==> src/rtl/status_flags_reg.sv <==
// ALU status flag register {N,Z,V,C} with per-flag write mask and condition-code evaluation.
// Optional sticky overflow flag enabled by defining STATUS_FLAGS_STICKY_EN.
module status_flags_reg #(
  parameter int unsigned N = 5
) (
  input  logic             clk,
  input  logic             rst_n,
  input  logic             valid_in,
  input  logic [3:0]       sel,
  input  logic [N-1:0]     A,
  input  logic [N-1:0]     B,
  input  logic [N:0]       res,
  input  logic [2*N-1:0]   prod,
  input  logic [3:0]       upd_mask,
  input  logic             clr_sticky,
  input  logic [3:0]       cc,
  output logic [3:0]       flags,
  output logic             sticky_v,
  output logic             cond_true,
  output logic             valid_out
);

  localparam logic [3:0] SEL_ADD = 4'd0;
  localparam logic [3:0] SEL_SUB = 4'd1;
  localparam logic [3:0] SEL_MUL = 4'd2;
  localparam logic [3:0] SEL_DIV = 4'd3;

  logic [N-1:0] r_c;
  logic         nxt_n;
  logic         nxt_z;
  logic         nxt_v;
  logic         nxt_c;
  logic [3:0]   nxt_flags;
  logic         unused_bits;

  // Next flag values from the current op result
  always_comb begin
    r_c   = (sel == SEL_MUL) ? prod[N-1:0] : res[N-1:0];
    nxt_n = r_c[N-1];
    nxt_z = (r_c == '0);
    nxt_v = 1'b0;
    nxt_c = 1'b0;
    case (sel)
      SEL_ADD: begin
        nxt_c = res[N];
        nxt_v = (A[N-1] == B[N-1]) && (r_c[N-1] != A[N-1]);
      end
      SEL_SUB: begin
        nxt_c = res[N];
        nxt_v = (A[N-1] != B[N-1]) && (r_c[N-1] != A[N-1]);
      end
      SEL_MUL: begin
        nxt_c = prod[2*N-1];
        nxt_v = |prod[2*N-1:N];
      end
      SEL_DIV: begin
        nxt_v = (B == '0);
      end
      default: begin
        nxt_v = 1'b0;
        nxt_c = 1'b0;
      end
    endcase
    nxt_flags = {nxt_n, nxt_z, nxt_v, nxt_c};
  end

  // Masked flag update and one-cycle valid echo
  always_ff @(posedge clk or negedge rst_n) begin
    if (!rst_n) begin
      flags     <= 4'b0000;
      valid_out <= 1'b0;
    end else begin
      valid_out <= valid_in;
      if (valid_in) begin
        flags <= (flags & ~upd_mask) | (nxt_flags & upd_mask);
      end
    end
  end

`ifdef STATUS_FLAGS_STICKY_EN
  logic sticky_set;

  assign sticky_set  = valid_in & upd_mask[1] & nxt_v;
  assign unused_bits = ^A[N-2:0];

  // Set takes priority over a coincident clear
  always_ff @(posedge clk or negedge rst_n) begin
    if (!rst_n) begin
      sticky_v <= 1'b0;
    end else if (sticky_set) begin
      sticky_v <= 1'b1;
    end else if (clr_sticky) begin
      sticky_v <= 1'b0;
    end
  end
`else
  assign sticky_v    = 1'b0;
  assign unused_bits = ^{clr_sticky, A[N-2:0]};
`endif

  // Condition-code evaluation against the registered flags
  always_comb begin
    cond_true = 1'b0;
    case (cc)
      4'd0:    cond_true = flags[2];
      4'd1:    cond_true = !flags[2];
      4'd2:    cond_true = flags[0];
      4'd3:    cond_true = !flags[0];
      4'd4:    cond_true = flags[3];
      4'd5:    cond_true = !flags[3];
      4'd6:    cond_true = flags[1];
      4'd7:    cond_true = !flags[1];
      4'd8:    cond_true = flags[0] && !flags[2];
      4'd9:    cond_true = !flags[0] || flags[2];
      4'd10:   cond_true = (flags[3] == flags[1]);
      4'd11:   cond_true = (flags[3] != flags[1]);
      4'd12:   cond_true = !flags[2] && (flags[3] == flags[1]);
      4'd13:   cond_true = flags[2] || (flags[3] != flags[1]);
      4'd14:   cond_true = 1'b1;
      default: cond_true = 1'b0;
    endcase
  end

endmodule
==> config.mk <==
export PLATFORM = sky130hd
export DESIGN_NAME = status_flags_reg
export DESIGN_NICKNAME = d
export VERILOG_FILES = /design/src/rtl/status_flags_reg.sv
export SDC_FILE = /design/constraint.sdc
export NUM_CORES = 1
export LEC_CHECK = 0
export CAP_MARGIN = 0
export CORE_ASPECT_RATIO = 1.4
export CORE_UTILIZATION = 23
export DETAILED_ROUTE_END_ITERATION = 7
export MAX_ROUTING_LAYER = met4
export PLACE_DENSITY = 0.77
export SLEW_MARGIN = 10
export SYNTH_ARGS = -nofsm -noshare
export SYNTH_HDL_FRONTEND = slang
export SYNTH_SLANG_ARGS = --single-unit
==> constraint.sdc <==
create_clock -name clk -period 1.7 [get_ports clk]
set_input_delay 0.51 -clock clk [delete_from_list [all_inputs] [get_ports clk]]
set_output_delay 0.51 -clock clk [all_outputs]
set_load 0.01 [all_outputs]
; ---- Word-level counts from Yosys, hierarchy flattened
; Index checks and enable logic that the tools add are counted.
[word_totals]
ff_bits = 5
in_bits = 42
out_inout_bits = 7
word_cells = 48
[classes]
n_eq_ne = 22
n_mux = 4
bitwise = 4
reduce_logical = 16
[op_table]
columns = op, n
row1 = $eq A4 B4 Y1 const B, 7
row2 = $eq A4 B2 Y1 const B, 4
row3 = $eq A4 B3 Y1 const B, 4
row4 = $pmux W1 S15, 1
row5 = $logic_not A5 Y1, 2
row6 = $and A4 B4 Y4, 2
row7 = $eq A4 B1 Y1 const B, 2
row8 = $logic_not A4 Y1, 2
row9 = $mux W5, 1
row10 = $reduce_or A5 Y1, 1
row11 = $logic_and A1 B1 Y1, 4
row12 = $logic_not A1 Y1, 4
row13 = $not A4 Y4, 1
row14 = $or A4 B4 Y4, 1
row15 = $pmux W1 S4, 1
row16 = $ne A1 B1 Y1, 3
row17 = $eq A1 B1 Y1, 2
row18 = $logic_or A1 B1 Y1, 2
row19 = $pmux W1 S2, 1
row20 = $reduce_or A2 Y1, 1

; ---- Logic depth before layout (Yosys ltp)
[depth]
word_depth = 7
depth_mapped = 4

; ---- Worst setup path before layout
; OpenSTA, ideal clock, no wires.
[synth_timing]
path_type = input-to-output
startpoint = input cc[2]
endpoint = output cond_true
t_arrival_ns = 1.338
required_time_ns = 1.190
slack_ns = -0.148
path_stages = 4
cell_sequence = mux4_2 > nor2_1 > a31oi_1 > xor2_1
[synth_via]
elab_chain_len = 2
word_cells_on_any_way = 16
[synth_rtl]
columns = element, line
row1 = start: declaration, 16  ; input logic [3:0] cc,
row2 = $eq A4 B4 Y1 (tied with other cells), 104  ; case (cc)
row3 = $pmux W1 S15 *, 104
row4 = end: declaration, 19  ; output logic cond_true,
; Every way passes the cells marked *; elsewhere a longest branch is shown, timed or not.

==> metrics.txt <==
CTS tree done; WP data arrival 1.55 ns; Syn Inst Count 45; flip-flop and latch count after synthesis 5; die span in x about 38 um; placed instance area 955 sq um; final worst-path cycle share 121%; Sw Share 24.8%; largest net degree at the start of global routing 6; startpoint types flop; Post-DRT Antenna Nets 0; drt initial violations 4; peak supply drop about 0.21 mV; worst hold margin 0.498 ns; Synth Net Count 87; root buffer cell clkbuf_4; worst path required time 1.19 ns; row cnt 17; final core utilization 61.0%; Final WS setup -0.364 ns; power share of the clock group ~28%; Clock transition at path regs 0.04 ns; core area 1640 sq um; Max stage delay cell, worst path mux4_2; worst min path class input port to asynchronous set/reset pin; Overflow after GRT 0; Skew-Pair Late Insertion Delay 0.24 ns; Max clock buf depth 2; max-slew violation count 0; yosys warns 0; Post-Layout Inst Area ~1000 sq um; crit-path cells mux4_2 > nor2_1 > a31oi_1 > xor2_1 > buf_2; Setup CP Type flop to output pin; Mapped Area ~420 sq um; combinational fraction of design power a little over two fifths; nets@finish 149; IO Pins 49; sw power 117 uW; Setup TNS -0.364 ns; crit-path max cell delay 0.47 ns; first-pass GRT wire length 2260 um; Layout Skew 0 ns; number of global-route vias before repair 608; area leader, netlist dfrtp_1; post-synthesis cell type count 24; Starting Density 25.7%; die area 2010 sq um; number of antenna diodes 0; RSZ-0062 raised after global routing true; routed via count a little under 600; worst reg2reg setup slack roughly 0.80 ns; post-synth top area share a little under 30%; WL/cell 10.8 um; DRC violations left 0; Detailed Route WL roughly 1400 um; Pint 355 uW; initial antenna violation count 0; H-tree levels 1; Pre-antenna DRT Iters 2; Leak 0.440 nW; Power Density 472 nW/um^2; Seq/Total Area, Yosys 29.8%; crit path max fanout 4; Final setup viols 1; share of cells above drive strength 1 25.5%; input/output buffers 42; top post-synthesis cells by area dfrtp_1 30%, or4_1 7.1%, nor4b_4 5.7%; Avg Inst Size Synth 9.34 sq um; Die Y approximately 53 um; global placer's final weighted congestion roughly 0.70; max cap viols 0; endpoint class of the critical path output pin; clk sinks 5; Final min period between 2 and 2.5 ns; Seq pwr share 28.5%; final hold vios 0; worst slack, placed -1.22 ns; via/cell ratio 4.74; status complete, but fails checks; FMAX 484 MHz; GRT Total Usage 16.8%; CTS buffer count 3; Detail Placement HPWL 1170 um; failing checks setup timing; P&R area growth vs syn 138%
==> what timing repair did <==
action	4_1_cts	5_1_grt
pin swaps	6	1
setup buffers	3	0
hold buffers	0	0
gates resized for setup	30	1
setup endpoints to repair	8	3
==> critical path, delay by kind of cell, from the launching register on <==
| family | cells | cell delay (ns) |
|---|---|---|
| xor gates and xnor gates | 1 | 0.15 |
| and+or+nand+nor | 1 | 0.10 |
| buffers and inverters | 1 | 0.14 |
| muxes | 1 | 0.47 |
| DFF | 1 | 0.40 |
| AOI/OAI and AO/OA | 1 | 0.05 |
==> per-layer routing <==
metal	part of all wire [%]	global-route usage [%]
met5	0	-
met1	31	12.5
met4	1.0	8.93
met2	59	33.3
met3	8.5	4.68
==> per-stage QoR <==
step | cells | power, mW
global placement | 118 | 0.344
global route | 125 | 0.507
floorplan | 45 | 0.193
CTS | 125 | 0.480
detailed placement | 118 | 0.351
finish | 125 | 0.472
==> synthesized netlist by cell type <==
library cell  count
a21oi_1           2
a31oi_1           1
a32oi_1           1
and2_1            1
buf_4             1
conb_1            1
dfrtp_1           5
mux2_2            2
mux2i_1           2
mux4_2            1
nand2_1           6
nor2_1            3
nor2b_1           2
nor4_1            1
nor4b_1           2
nor4b_4           1
o21ai_0           2
o21ai_1           1
o31ai_1           1
o41ai_1           1
or3_1             1
or4_1             4
xnor2_1           1
xor2_1            2
==> cells by family after synthesis <==
| kind of cell | after synthesis | synth area share [%] |
|---|---|---|
| other cells | 1 | 0.892 |
| mux | 5 | 15.5 |
| buf+inv | 1 | 1.79 |
| xor+xnor | 3 | 6.25 |
| compound gates | 9 | 13.4 |
| simple gates | 21 | 32.4 |
| flops | 5 | 29.8 |
==> path summary, 6_finish.rpt <==
check	cells past startpoint	to
max	5	cond_true
min	1	asynchronous set/reset pin
max reg2reg	2	flop
min reg2reg	3	flop
max in group asynchronous	1	asynchronous set/reset pin
min in group clk	3	flop
==> cells in the final DEF (no fill, tap or decap), types with 2 or more instances in the layout <==
master / count
dfrtp_1: 5
buf_4: 16
nand2_1: 6
o21ai_1: 2
a21oi_1: 2
clkbuf_4: 3
xor2_1: 2
nor2b_1: 2
mux2i_1: 2
or4_1: 4
clkdlybuf4s50_1: 27
clkdlybuf4s15_1: 3
dlygate4sd2_1: 9
nor2_1: 3
==> power by group through the flow <==
stage               logic, mW  registers, mW  clock network, mW
floorplan              0.0511          0.142                  0
global placement        0.209          0.136                  0
detailed placement      0.214          0.137                  0
CTS                     0.206          0.135              0.140
global route            0.222          0.136              0.149
finish                  0.205          0.134              0.133
==> area by class of cell <==
type                    instances  area [sq um]
clock buffers                   4          26.3
fillers                       156           638
multi-input cells              39           298
flip-flops and latches          5           125
well taps                      19          23.8
repair buffers                 58           527
Power figures use the tool's default switching activity.
